File: config.mk
export PLATFORM = sky130hd
export DESIGN_NAME = eth_rx_buf_ctrl_flat
export DESIGN_NICKNAME = d
export VERILOG_FILES = /design/src/rtl/eth_rx_buf_ctrl_if.sv /design/src/rtl/eth_rx_buf_ctrl.sv /design/src/flat_wrapper.sv
export SDC_FILE = /design/constraint.sdc
export NUM_CORES = 1
export LEC_CHECK = 0
export BUFFER_PORTS_ARGS = -buffer_cell sky130_fd_sc_hd__buf_2
export CORE_UTILIZATION = 61
export DETAILED_ROUTE_END_ITERATION = 16
export GPL_TIMING_DRIVEN = 1
export PLACE_DENSITY = 0.87
export SYNTH_ARGS = -nofsm -noshare
export SYNTH_HDL_FRONTEND = slang
export SYNTH_SLANG_ARGS = --single-unit
export TNS_END_PERCENT = 1
File: constraint.sdc
create_clock -name clk -period 4.47 [get_ports clk]
set_clock_uncertainty 0.15 [all_clocks]
set_input_delay 0.2235 -clock clk [delete_from_list [all_inputs] [get_ports clk]]
set_output_delay 0.2235 -clock clk [all_outputs]
set_load 0.05 [all_outputs]
File: src/rtl/eth_rx_buf_ctrl_if.sv
// Receive-buffer controller bus: receiver byte stream, registered RAM write port and host queue status/pop.
// The slave modport is the controller side; the master modport is the side that drives stream and pop.
interface eth_rx_buf_ctrl_if #(
  parameter int ADDR_W = 11,
  parameter int IDX_W  = 2
);
  logic [7:0]              s_tdata;
  logic                    s_tvalid;
  logic                    s_tlast;
  logic                    s_tuser;
  logic                    ram_we;
  logic [IDX_W+ADDR_W-1:0] ram_addr;
  logic [7:0]              ram_wdata;
  logic                    rx_avail;
  logic [IDX_W:0]          rx_count;
  logic [IDX_W-1:0]        rx_head_idx;
  logic [ADDR_W:0]         rx_len;
  logic                    rx_err;
  logic                    rx_pop;
  logic [15:0]             drop_cnt;
  logic [15:0]             bad_cnt;

  modport slave (
    input  s_tdata, s_tvalid, s_tlast, s_tuser, rx_pop,
    output ram_we, ram_addr, ram_wdata, rx_avail, rx_count, rx_head_idx,
           rx_len, rx_err, drop_cnt, bad_cnt
  );

  modport master (
    output s_tdata, s_tvalid, s_tlast, s_tuser, rx_pop,
    input  ram_we, ram_addr, ram_wdata, rx_avail, rx_count, rx_head_idx,
           rx_len, rx_err, drop_cnt, bad_cnt
  );
endinterface

File: src/rtl/eth_rx_buf_ctrl.sv
// Ethernet receive-buffer controller: writes frames into a ring of NBUF RAM slots and queues them for the host.
// Optional macro ETH_RX_KEEP_BAD_EN: commit bad frames with rx_err=1 instead of discarding them.
module eth_rx_buf_ctrl #(
  parameter int NBUF   = 4,
  parameter int ADDR_W = 11,
  parameter int IDX_W  = 2
) (
  input logic               clk,
  input logic               rst,
  eth_rx_buf_ctrl_if.slave  bus
);
  localparam logic [ADDR_W:0] LEN_FULL = {1'b1, {ADDR_W{1'b0}}};
  localparam logic [IDX_W:0]  CNT_FULL = {1'b1, {IDX_W{1'b0}}};

  typedef enum logic [1:0] {IDLE, RECV, DISCARD} state_t;

  state_t            state;
  logic [IDX_W-1:0]  wr_idx;
  logic [IDX_W-1:0]  rd_idx;
  logic [IDX_W:0]    count;
  logic [ADDR_W:0]   len;
  logic              commit_pend;
  logic [15:0]       drop_cnt;
  logic [15:0]       bad_cnt;
  logic              ram_we;
  logic [IDX_W+ADDR_W-1:0] ram_addr;
  logic [7:0]        ram_wdata;
  logic [ADDR_W:0]   stat_len [NBUF];
`ifdef ETH_RX_KEEP_BAD_EN
  logic              stat_err [NBUF];
`endif

  function automatic logic [15:0] sat_inc(input logic [15:0] v);
    return (v == 16'hFFFF) ? v : v + 16'd1;
  endfunction

  // A commit retiring on this edge is not yet visible in wr_idx/count, so a
  // back-to-back frame start must look ahead to the post-commit slot and fill level.
  logic [IDX_W-1:0]  wr_eff;
  logic [IDX_W:0]    cnt_eff;
  logic              full;
  logic              take;
  logic              drop_ev;
  logic              pop_ok;
  logic              keep;
  logic [IDX_W-1:0]  wr_slot;
  logic [ADDR_W-1:0] wr_off;
  logic [ADDR_W:0]   len_next;

  always_comb begin
    wr_eff   = commit_pend ? wr_idx + IDX_W'(1) : wr_idx;
    cnt_eff  = count + {{IDX_W{1'b0}}, commit_pend};
    full     = (cnt_eff == CNT_FULL);
    take     = bus.s_tvalid && (((state == IDLE) && !full) ||
                                ((state == RECV) && (len != LEN_FULL)));
    drop_ev  = bus.s_tvalid && (((state == IDLE) && full) ||
                                ((state == RECV) && (len == LEN_FULL)));
    pop_ok   = bus.rx_pop && (count != '0);
    wr_slot  = (state == IDLE) ? wr_eff : wr_idx;
    wr_off   = (state == IDLE) ? '0 : len[ADDR_W-1:0];
    len_next = (state == IDLE) ? (ADDR_W+1)'(1) : len + (ADDR_W+1)'(1);
`ifdef ETH_RX_KEEP_BAD_EN
    keep     = 1'b1;
`else
    keep     = !bus.s_tuser;
`endif
  end

  always_ff @(posedge clk) begin
    if (rst) begin
      state       <= IDLE;
      wr_idx      <= '0;
      rd_idx      <= '0;
      count       <= '0;
      len         <= '0;
      commit_pend <= 1'b0;
      drop_cnt    <= '0;
      bad_cnt     <= '0;
      ram_we      <= 1'b0;
      ram_addr    <= '0;
      ram_wdata   <= '0;
    end else begin
      ram_we      <= 1'b0;
      commit_pend <= 1'b0;
      if (commit_pend) wr_idx <= wr_idx + IDX_W'(1);
      if (pop_ok)      rd_idx <= rd_idx + IDX_W'(1);
      case ({commit_pend, pop_ok})
        2'b10:   count <= count + (IDX_W+1)'(1);
        2'b01:   count <= count - (IDX_W+1)'(1);
        default: count <= count;
      endcase

      if (take) begin
        ram_we    <= 1'b1;
        ram_addr  <= {wr_slot, wr_off};
        ram_wdata <= bus.s_tdata;
        len       <= len_next;
        if (bus.s_tlast) commit_pend <= keep;
      end
      if (drop_ev) drop_cnt <= sat_inc(drop_cnt);
      if (bus.s_tvalid && bus.s_tlast && bus.s_tuser) bad_cnt <= sat_inc(bad_cnt);

      if (bus.s_tvalid) begin
        if (bus.s_tlast) state <= IDLE;
        else if (take)   state <= RECV;
        else             state <= DISCARD;
      end
    end
  end

  // Status is written with the last byte; the slot only becomes visible once count rises.
  always_ff @(posedge clk) begin
    if (take && bus.s_tlast) begin
      stat_len[wr_slot] <= len_next;
`ifdef ETH_RX_KEEP_BAD_EN
      stat_err[wr_slot] <= bus.s_tuser;
`endif
    end
  end

  assign bus.ram_we      = ram_we;
  assign bus.ram_addr    = ram_addr;
  assign bus.ram_wdata   = ram_wdata;
  assign bus.rx_avail    = (count != '0);
  assign bus.rx_count    = count;
  assign bus.rx_head_idx = rd_idx;
  assign bus.rx_len      = (count != '0) ? stat_len[rd_idx] : '0;
`ifdef ETH_RX_KEEP_BAD_EN
  assign bus.rx_err      = (count != '0) && stat_err[rd_idx];
`else
  assign bus.rx_err      = 1'b0;
`endif
  assign bus.drop_cnt    = drop_cnt;
  assign bus.bad_cnt     = bad_cnt;
endmodule
File: src/flat_wrapper.sv
// flat-port wrapper written by rule: the top's interface ports become plain ports
module eth_rx_buf_ctrl_flat 
#(
  parameter int NBUF   = 4,
  parameter int ADDR_W = 11,
  parameter int IDX_W  = 2
)
  (clk, rst, bus_s_tdata, bus_s_tvalid, bus_s_tlast, bus_s_tuser, bus_rx_pop, bus_ram_we, bus_ram_addr, bus_ram_wdata, bus_rx_avail, bus_rx_count, bus_rx_head_idx, bus_rx_len, bus_rx_err, bus_drop_cnt, bus_bad_cnt);
  eth_rx_buf_ctrl_if #(.ADDR_W(ADDR_W), .IDX_W(IDX_W)) bus_i ();
  input logic clk;
  input logic rst;
  input wire logic [$bits(bus_i.s_tdata)-1:0] bus_s_tdata;
  input wire logic [$bits(bus_i.s_tvalid)-1:0] bus_s_tvalid;
  input wire logic [$bits(bus_i.s_tlast)-1:0] bus_s_tlast;
  input wire logic [$bits(bus_i.s_tuser)-1:0] bus_s_tuser;
  input wire logic [$bits(bus_i.rx_pop)-1:0] bus_rx_pop;
  output wire logic [$bits(bus_i.ram_we)-1:0] bus_ram_we;
  output wire logic [$bits(bus_i.ram_addr)-1:0] bus_ram_addr;
  output wire logic [$bits(bus_i.ram_wdata)-1:0] bus_ram_wdata;
  output wire logic [$bits(bus_i.rx_avail)-1:0] bus_rx_avail;
  output wire logic [$bits(bus_i.rx_count)-1:0] bus_rx_count;
  output wire logic [$bits(bus_i.rx_head_idx)-1:0] bus_rx_head_idx;
  output wire logic [$bits(bus_i.rx_len)-1:0] bus_rx_len;
  output wire logic [$bits(bus_i.rx_err)-1:0] bus_rx_err;
  output wire logic [$bits(bus_i.drop_cnt)-1:0] bus_drop_cnt;
  output wire logic [$bits(bus_i.bad_cnt)-1:0] bus_bad_cnt;
  assign bus_i.s_tdata = bus_s_tdata;
  assign bus_i.s_tvalid = bus_s_tvalid;
  assign bus_i.s_tlast = bus_s_tlast;
  assign bus_i.s_tuser = bus_s_tuser;
  assign bus_i.rx_pop = bus_rx_pop;
  assign bus_ram_we = bus_i.ram_we;
  assign bus_ram_addr = bus_i.ram_addr;
  assign bus_ram_wdata = bus_i.ram_wdata;
  assign bus_rx_avail = bus_i.rx_avail;
  assign bus_rx_count = bus_i.rx_count;
  assign bus_rx_head_idx = bus_i.rx_head_idx;
  assign bus_rx_len = bus_i.rx_len;
  assign bus_rx_err = bus_i.rx_err;
  assign bus_drop_cnt = bus_i.drop_cnt;
  assign bus_bad_cnt = bus_i.bad_cnt;
  eth_rx_buf_ctrl #(.NBUF(NBUF), .ADDR_W(ADDR_W), .IDX_W(IDX_W)) u_core (.clk(clk), .rst(rst), .bus(bus_i));
endmodule
Yosys cells after proc, flatten, opt, wreduce, memory -nomap -nowiden
Memory sizes are Yosys's and may differ from the RTL's. A register that Yosys moved wholly into a read port is not among the register bits.
Index checks and enable logic that the tools add are counted.
{ "totals": {"regBits": 76, "mem_bits_rw": 48, "in_bits": 14, "output_inout_bits": 73, "mem_count": 1} }
{ "memory_table": {"columns": ["memory", "words", "word_bits", "rd", "rd_ports_with_merged_regs", "write_ports", "line", "text"], "rows": [
  ["u_core.stat_len", 4, 12, 1, 1, 1, "eth_rx_buf_ctrl.sv:28", "logic [ADDR_W:0] stat_len [NBUF];"]
]} }
{ "classes": {"addsub": 8, "eq_ne": 8, "muxes": 13, "bitwise": 4, "reduce_logical": 20} }
{ "ops": {"columns": ["cell", "n"], "rows": [
  ["adder 16 x 1 -> 16 bit, second input constant", 2],
  ["equality test 16 bit, second input constant", 2],
  ["2-to-1 mux 12 bit", 2],
  ["adder 12 x 1 -> 12 bit, second input constant", 1],
  ["equality test 12 bit, second input constant", 1],
  ["2-to-1 mux 2 bit", 6],
  ["inequality test 12 bit, second input constant", 1],
  ["2-to-1 mux 11 bit", 1],
  ["logical AND 1 bit", 10],
  ["case mux 3 bit (2 select lines)", 1],
  ["adder 2 x 1 -> 2 bit, second input constant", 2],
  ["equality test 2 x 1 -> 1 bit, second input constant", 2],
  ["inverter 1 bit", 4],
  ["AND reduction 2 bit", 2],
  ["adder 3 x 1 -> 3 bit", 1],
  ["adder 3 x 1 -> 3 bit, second input constant", 1],
  ["equality test 3 bit, second input constant", 1],
  ["2-to-1 mux 1 bit", 3],
  ["nonzero test 3 bit", 1],
  ["OR reduction 3 bit", 1],
  ["subtractor 3 x 1 -> 3 bit, second input constant", 1],
  ["equality test 2 bit, second input constant", 1],
  ["zero test 1 bit", 2],
  ["zero test 2 bit", 1],
  ["2 further kinds", 3]
]} }

Longest topological paths before layout
Gate-level depths: netlist of run 1.
{ "logic_depth": {"ltp_word": 9, "depth_mapped": 8, "depth_no_buf": 8} }

Least setup slack after synthesis of run 1
OpenSTA, ideal clock, no wires.
{ "synth_path": {"path_type": "reg2reg", "startpoint": "register u_core.count[0], in the netlist u_core.bus.rx_count[0]", "endpoint": "memory u_core.stat_len[2][0] (netlist name), enable pin", "t_arrival_ps": 2415, "required_time_ps": 3924, "setup_slack_ps": 1508, "path_stages_with_launch": 7, "synth_period_minus_slack_ps": 2962, "path_cell_list": "dfxtp_1 ha_1 ha_1 xnor2_1 nand2b_1 o2111ai_1 nor3_1"} }
{ "synth_via": {"elab_chain_cells": 9} }
{ "synth_lines": {"columns": ["item", "line", "text"], "rows": [
  ["start: declaration", "eth_rx_buf_ctrl.sv:20", "logic [IDX_W:0] count;"],
  ["start signal: assignment", "eth_rx_buf_ctrl.sv:88", "2'b10: count <= count + (IDX_W+1)'(1);"],
  ["start signal: assignment", "eth_rx_buf_ctrl.sv:89", "2'b01: count <= count - (IDX_W+1)'(1);"],
  ["start signal: assignment", "eth_rx_buf_ctrl.sv:90", "default: count <= count;"],
  ["adder 3 x 1 -> 3 bit", "eth_rx_buf_ctrl.sv:52", "cnt_eff = count + {{IDX_W{1'b0}}, commit_pend};"],
  ["equality test 3 bit", "eth_rx_buf_ctrl.sv:53", "full = (cnt_eff == CNT_FULL);"],
  ["zero test 1 bit", "eth_rx_buf_ctrl.sv:54", "take = bus.s_tvalid && (((state == IDLE) && !full) ||"],
  ["logical AND 1 bit", "eth_rx_buf_ctrl.sv:54", null],
  ["logical OR 1 bit", "eth_rx_buf_ctrl.sv:54", null],
  ["logical AND 1 bit", "eth_rx_buf_ctrl.sv:54", null],
  ["logical AND 1 bit", "eth_rx_buf_ctrl.sv:113", "if (take && bus.s_tlast) begin"],
  ["2-to-1 mux 1 bit", "eth_rx_buf_ctrl.sv:113", null],
  ["2-to-1 mux 1 bit (implied by the code)", "eth_rx_buf_ctrl.sv:114", "stat_len[wr_slot] <= len_next;"],
  ["end: declaration", "eth_rx_buf_ctrl.sv:28", null]
]} }
Every way passes these cells.

Worst setup path after layout of run 1
{ "layout_path": {"startpoint": "register u_core.state[0]", "endpoint": "register u_core.drop_cnt[13], in the netlist u_core.bus.drop_cnt[13]"} }
{ "layout_via": {"elab_chain_cells": 5, "elab_cells_between_ends": 7, "classes_between": "eq/ne (1); reduce/logical (6)"} }
{ "layout_lines": {"columns": ["item", "line", "text"], "rows": [
  ["start: declaration", "eth_rx_buf_ctrl.sv:17", "state_t state;"],
  ["start signal: assignment", "eth_rx_buf_ctrl.sv:71", "state <= IDLE;"],
  ["start signal: assignment", "eth_rx_buf_ctrl.sv:104", "if (bus.s_tlast) state <= IDLE;"],
  ["start signal: assignment", "eth_rx_buf_ctrl.sv:105", "else if (take) state <= RECV;"],
  ["equality test 2 x 1 -> 1 bit or zero test 2 bit (tied branches)", "eth_rx_buf_ctrl.sv:57, eth_rx_buf_ctrl.sv:56", null],
  ["logical AND 1 bit (on tied branches)", "eth_rx_buf_ctrl.sv:57, eth_rx_buf_ctrl.sv:56", null],
  ["logical OR 1 bit (*)", "eth_rx_buf_ctrl.sv:56", "drop_ev = bus.s_tvalid && (((state == IDLE) && full) ||"],
  ["logical AND 1 bit (*)", "eth_rx_buf_ctrl.sv:56", null],
  ["AND reduction 2 bit (no source line) (*)", null, null],
  ["end signal: assignment", "eth_rx_buf_ctrl.sv:100", "if (drop_ev) drop_cnt <= sat_inc(drop_cnt);"],
  ["end: declaration", "eth_rx_buf_ctrl.sv:23", "logic [15:0] drop_cnt;"]
]} }
Every way passes the cells marked *; elsewhere a longest branch is shown, timed or not.
A chain may end at the register's enable or synchronous reset.

==> impl_results.md, run 1 <==
* Asr flop ratio synth at 0
* # Post-CTS Setup Buffers at 0
* Grt ovf at 0
* Die Wd at 97.8 um
* Average vias per placed instance at 5.98
* Gpl congestion at 0.890
* Worst-Skew Late Latency at 0.52 ns
* Core area at 8810 um^2
* CTS Root Cell: clkbuf_8
* Worst hold path cell count at 4
* #FFs+latches synth at 126
* Max Transition Viols Final at 0
* I/O Buffers at 85
* Nature of the critical path startpoint: flop
* Crit. End Element: flop
* # setup viols final at 0
* First-pass GRT wire length at 21.3 mm
* Dominant cells by area after synthesis: dfxtp_1 (28%), edfxtp_1 (26%), mux4_2 (4.8%), nand2_1 (4.4%), a21oi_1 (3.8%)
* Worst reg-to-reg setup slack at 1.55 ns
* Antenna viol nets, final at 0
* Max H-tree Level at 4
* Synthesized area at 5600 um^2
* Number of enable flip-flop cells after synthesis at 48
* First drt pass iteration count at 13
* Drc violations at 6
* HP Start: bus_rx_pop
* Period utilization at 0.652
* Worst Path Required at 4.73 ns
* Status: finished with violations
* Synth warnings at 0
* Final nets at 658
* Avg WL per Cell at 17.0 um
* Fmax at 343 MHz
* Synth Instances at 540
* Synth Flop Type: dfxtp_1
* Seq/Total Area, Yosys at 0.536
* Crit path kind: flop to flop
* Tmin final at 2.92 ns
* Relative slew slack at 0.376
* Vias at 4,528
* Area Growth Syn to Fin at 21.8%
* Post-synth top area share at 0.279
* Post-synth top area cell: dfxtp_1
* Die ar. at 9570 um^2
* Final wirelength at 12.8 mm
* Synth unique cells at 51
* Ratio of cells with drive above 1 in the final layout at 0.228
* Post_cts resized at 0
* Clock sink count at 126
* Initial Utilization at 0.636
* CP startpoint: u_core.state[0]
* 1st-iter DRT viols at 387
* CTS hold repair buffers at 13
* Post-synth top cells: dfxtp_1 (78), nand2_1 (66), nor2_1 (54), edfxtp_1 (48), a21oi_1 (43)
* Failing checks: design-rule violations
* N_diodes at 0
* HPWL Detailed at 7.92 mm
* Worst-Margin Slew at 0.935 ns
* Pin count of the biggest net entering global routing at 55
* Syn Nets at 562
* Total Routing Usage GR at 0.285
* Worst hold path class: input port to flop
* TritonCTS clock tree: yes
* CTS buffer count at 17
* Clock Path Buffers at 2
* Final Hold Viols at 0
* P_leak at 2.53 nW
* Worst-path maximum fanout at 14
* # IOs at 87
* Pwr per Cell Area at 444 nW/um^2
* FF-to-FF Start: u_core.state[0]
* Endpoint, Worst Hold: u_core.bus.rx_head_idx[0]
* Cell Rows at 34
* Worst r2r dst: u_core.bus.drop_cnt[13]
* Count leader, synth: dfxtp_1
* RSZ-0062 raised after global routing: false
* Die height at 97.8 um
* TNS Setup at 0 ns
* Clock Pin Slew Worst Setup and Hold Paths at 0.06 ns
* WP data arrival at 3.18 ns
* Initial antenna violation count at 0
* Design area at 6820 um^2
* Max-cap viol count at 0
* Post-synthesis average cell area at 10.4 um^2
* Placed Area at 6090 um^2
* Vias in the first global route at 4,285
* Worst vdd ir at 0.249 mV
* FF-to-FF path depth at 5
==> report_power, final <==
part / switching [W] / internal (W)
Combinational: 0.000260 / 0.000113
Clock: 0.000491 / 0.000914
Sequential: 0.0000337 / 0.00122
==> how the worst max path moves through the flow <==
stage	end	slack, ns	cells after the start
global route	u_core.bus.drop_cnt[9]	1.40	5
detailed placement	u_core.bus.drop_cnt[9]	1.65	5
CTS	u_core.bus.drop_cnt[13]	1.58	5
finish	u_core.bus.drop_cnt[13]	1.55	5
floorplan	u_core.stat_len[2][0]	1.51	6
global placement	u_core.bus.drop_cnt[13]	1.74	5
==> worst max-delay path, cell delays in order (launching register included) <==
cell and delay [ns]:
dfxtp_1 0.36, nor2_1 0.70, nand4b_1 0.47, a22o_4 0.41
nor4_1 0.33, mux2_2 0.37
==> kinds of logic (layout without fill, tap and decap cells) <==
family,count (synthesis),in the layout,synth area share
xor gates and xnor gates,33,33,0.0516
DFF,126,126,0.536
buffers and inverters,42,151,0.0328
other,1,1,0.000669
adders and majority gates,8,8,0.0192
AOI/OAI and AO/OA,83,83,0.0900
and+or+nand+nor,228,228,0.207
muxes,19,19,0.0627
==> layout by cell type (no fill, tap or decap), types with 13 or more instances in the layout <==
master and n:
xor2_1 16, clkbuf_16 16, o21ai_0 13, nand3_1 26, dfxtp_1 78, and2_1 18, a21oi_1 43, edfxtp_1 48
nand2_1 66, dlygate4sd3_1 13, xnor2_1 17, nor2_1 54, buf_2 85, inv_1 14
==> per-stage QoR <==
step / total power (W) / hold WS (ns) / setup WS [ns] / std cells / util
2_1_floorplan: 0.00155 / 0.153 / 1.51 / 540 / -
3_3_place_gp: 0.00162 / 0.285 / 1.74 / 712 / 0.692
3_5_place_dp: 0.00163 / 0.288 / 1.65 / 712 / 0.692
4_1_cts: 0.00304 / 0.0303 / 1.58 / 757 / 0.775
5_1_grt: 0.00312 / 0.0969 / 1.40 / 757 / 0.775
6_report: 0.00303 / 0.0551 / 1.55 / 757 / 0.775
==> per-layer routing <==
metal	track usage	routed length (um)	vias to the layer above	part of all wire
met5	0	0	-	0
met4	0.120	240	0	0.019
met3	0.0737	765	24	0.060
met2	0.448	6330	201	0.49
met1	0.377	5500	2173	0.43
li1	-	-	2130	-
==> flip-flops by register name, indices dropped and copies added, names as in the netlist, named ones only <==
name and cells:
u_core.len 12, u_core.state 2, u_core.bus.rx_head_idx 2, u_core.wr_idx 2, u_core.bus.ram_wdata 8, u_core.stat_len 48
u_core.commit_pend 1, u_core.bus.ram_addr 13, u_core.bus.drop_cnt 16, u_core.bus.rx_count 3, u_core.bus.ram_we 1, u_core.bus.bad_cnt 16
==> final cells by class <==
class                           count  area [um^2]
Fill cell                         524         1980
Inverter                           14         52.6
Sequential cell                   126         3000
Timing Repair Buffer              105          608
Tap cell                          108          135
Multi-Input combinational cell    372         2420
Clock buffer                       20          435
Clock inverter                     12          168
Power figures use the tool's default switching activity.
==> inputs of run 2 (changes only) <==
- CORE_UTILIZATION: 61 -> 51
- PLACE_DENSITY: 0.87 -> 0.78
- clock period: 4.47 -> 2.4 ns (I/O delays scaled with it)
==> run 2 against run 1 <==
  * The run now ends clean
  * Power increased by 80%
  * Setup slack got worse by 1.5 ns
  * Non-clock buffer count increased by 17
  * Largest cell class unchanged
  * Highest routed layer unchanged
==> impl_results.md, run 2 (synthesized netlist as in run 1, its figures left out) <==
* First-pass GRT wire length at 19.9 mm
* Vias in the first global route at 4,282
* Worst hold path class: input port to flop
* Antenna viol nets, final at 0
* Crit. End Element: flop
* Worst-Skew Late Latency at 0.51 ns
* Clock Path Buffers at 2
* Crit path kind: flop to flop
* CP max-delay cell: dfxtp_4
* Max H-tree Level at 4
* Pin count of the biggest net entering global routing at 36
* Worst-path maximum fanout at 8
* Worst vdd ir at 0.445 mV
* I/O Buffers at 85
* Relative slew slack at 0.592
* Die height at 107 um
* Clock sink count at 126
* Most common cell after layout, fill and taps aside: buf_2
* Largest register FFs at 48
* Max incr delay on CP at 0.36 ns
* CTS Root Cell: clkbuf_8
* Levels on crit path at 8
* Max Transition Viols Final at 0
* Worst hold path cell count at 4
* Cell Rows at 37
* WP data arrival at 2.59 ns
* P_leak at 2.60 nW
* N_diodes at 0
* Gpl congestion at 0.813
* Worst-Margin Slew at 0.612 ns
* First drt pass iteration count at 6
* Ratio of cells with drive above 1 in the final layout at 0.270
* 1st-iter DRT viols at 288
* Average vias per placed instance at 5.53
* Status: complete, no violations
* # IOs at 87
* Final wirelength at 12.2 mm
* CP bufs+invs at 1
* Largest regs: u_core.stat_len: 48 flops, u_core.bus.bad_cnt: 16 flops, u_core.bus.drop_cnt: 16 flops
* Drc violations at 0
* WHS at 0.250 ns
* HPWL Detailed at 8.10 mm
* CP cell instances: ha_4 -> ha_4 -> xnor2_1 -> nand4b_1 -> buf_6 -> a22o_4 -> or3_4 -> mux2_4
* Core area at 10,500 um^2
* Tmin final at 2.34 ns
* Die ar. at 11,400 um^2
* Total Routing Usage GR at 0.223
* Final Hold Viols at 0
* Worst Slack Setup Final at 0.0599 ns
* Die Wd at 107 um
* DP Worst Slack at 0.0190 ns
* TritonCTS clock tree: yes
* Initial Utilization at 0.533
* Initial antenna violation count at 0
* Critical path's top delay family: simple AND/OR/NAND/NOR gates
* Top reg by flops: u_core.stat_len
* Nature of the critical path startpoint: flop
* Avg WL per Cell at 15.2 um
* Area Growth Syn to Fin at 25.7%
* Final nets at 675
* Cell repeated most along the worst path: ha_4
* Worst Path Required at 2.65 ns
* Most frequent cells in the layout: buf_2 (85), dfxtp_1 (76), nand2_1 (66)
* FF-to-FF path depth at 8
* Fmax at 427 MHz
* Vias at 4,434
* Clock Pin Slew Worst Setup and Hold Paths at 0.06 ns
* CTS buffer count at 17
* Grt ovf at 0
* TNS Setup at 0 ns
* Max-cap viol count at 0
* Period utilization at 0.975
* RSZ-0062 raised after global routing: true
* # setup viols final at 0
* Pwr per Cell Area at 773 nW/um^2
## run 2: cell count changes in the layout (fill, tap and decap cells not counted), moves of 4 or more
cell,before,now
buf_4,7,22
clkinvlp_4,1,5
nor3_2,1,5
nor3_1,10,6
## run 2: through the flow
| step | utilization | area (um^2) | std cells | power (W) |
|---|---|---|---|---|
| 2_1_floorplan | - | 5640 | 540 | 0.00290 |
| 3_3_place_gp | 0.598 | 6290 | 756 | 0.00306 |
| 3_5_place_dp | 0.598 | 6290 | 756 | 0.00308 |
| 4_1_cts | 0.666 | 7000 | 802 | 0.00548 |
| 5_1_grt | 0.670 | 7040 | 802 | 0.00564 |
| 6_report | 0.670 | 7040 | 802 | 0.00545 |
## run 2: final timing paths
check                          start                 endpoint  slack, ns
min                   bus_s_tdata[6]  u_core.bus.ram_wdata[6]       0.25
max reg2reg   u_core.bus.rx_count[0]   u_core.bus.drop_cnt[8]       0.06
max           u_core.bus.rx_count[0]   u_core.bus.drop_cnt[8]       0.06
min reg2reg  u_core.bus.ram_wdata[6]  u_core.bus.ram_wdata[6]       0.30
## run 2: layout make-up
class,instances,area (um^2)
Clock buffer,17,414
Clock inverter,15,148
Fill cell,755,3470
Inverter,14,52.6
Multi-Input combinational cell,372,2510
Sequential cell,126,3010
Tap cell,136,170
Timing Repair Buffer,122,742
## run 2: power breakdown
part / total (W) / leakage, nW / switching, W / internal [W]
sequential: 0.00230 / 1.02 / 0.0000380 / 0.00227
clock: 0.00239 / 0.263 / 0.000920 / 0.00147
combinational: 0.000756 / 1.32 / 0.000511 / 0.000245
total: 0.00545 / 2.60 / 0.00147 / 0.00398
## run 2: worst min-delay path, cell delays in order
cell           delay, ns
dlygate4sd3_1       0.53
buf_2               0.12
nand2_1             0.04
a21oi_1             0.05
## run 2: what timing repair did
action	in CTS	in global routing
pin swaps	0	1
endpoints found under the setup margin	5	8
gates resized for setup	2	7
hold buffers	14	0
buffers inserted	0	0
hold endpoints to repair	28	0
## run 2: layer usage
layer	track usage	vias to the layer above	routed length, um
met5	0	-	0
met4	0.0734	0	81
met3	0.0650	8	621
met2	0.388	127	6270
met1	0.262	2144	5250
li1	-	2155	-
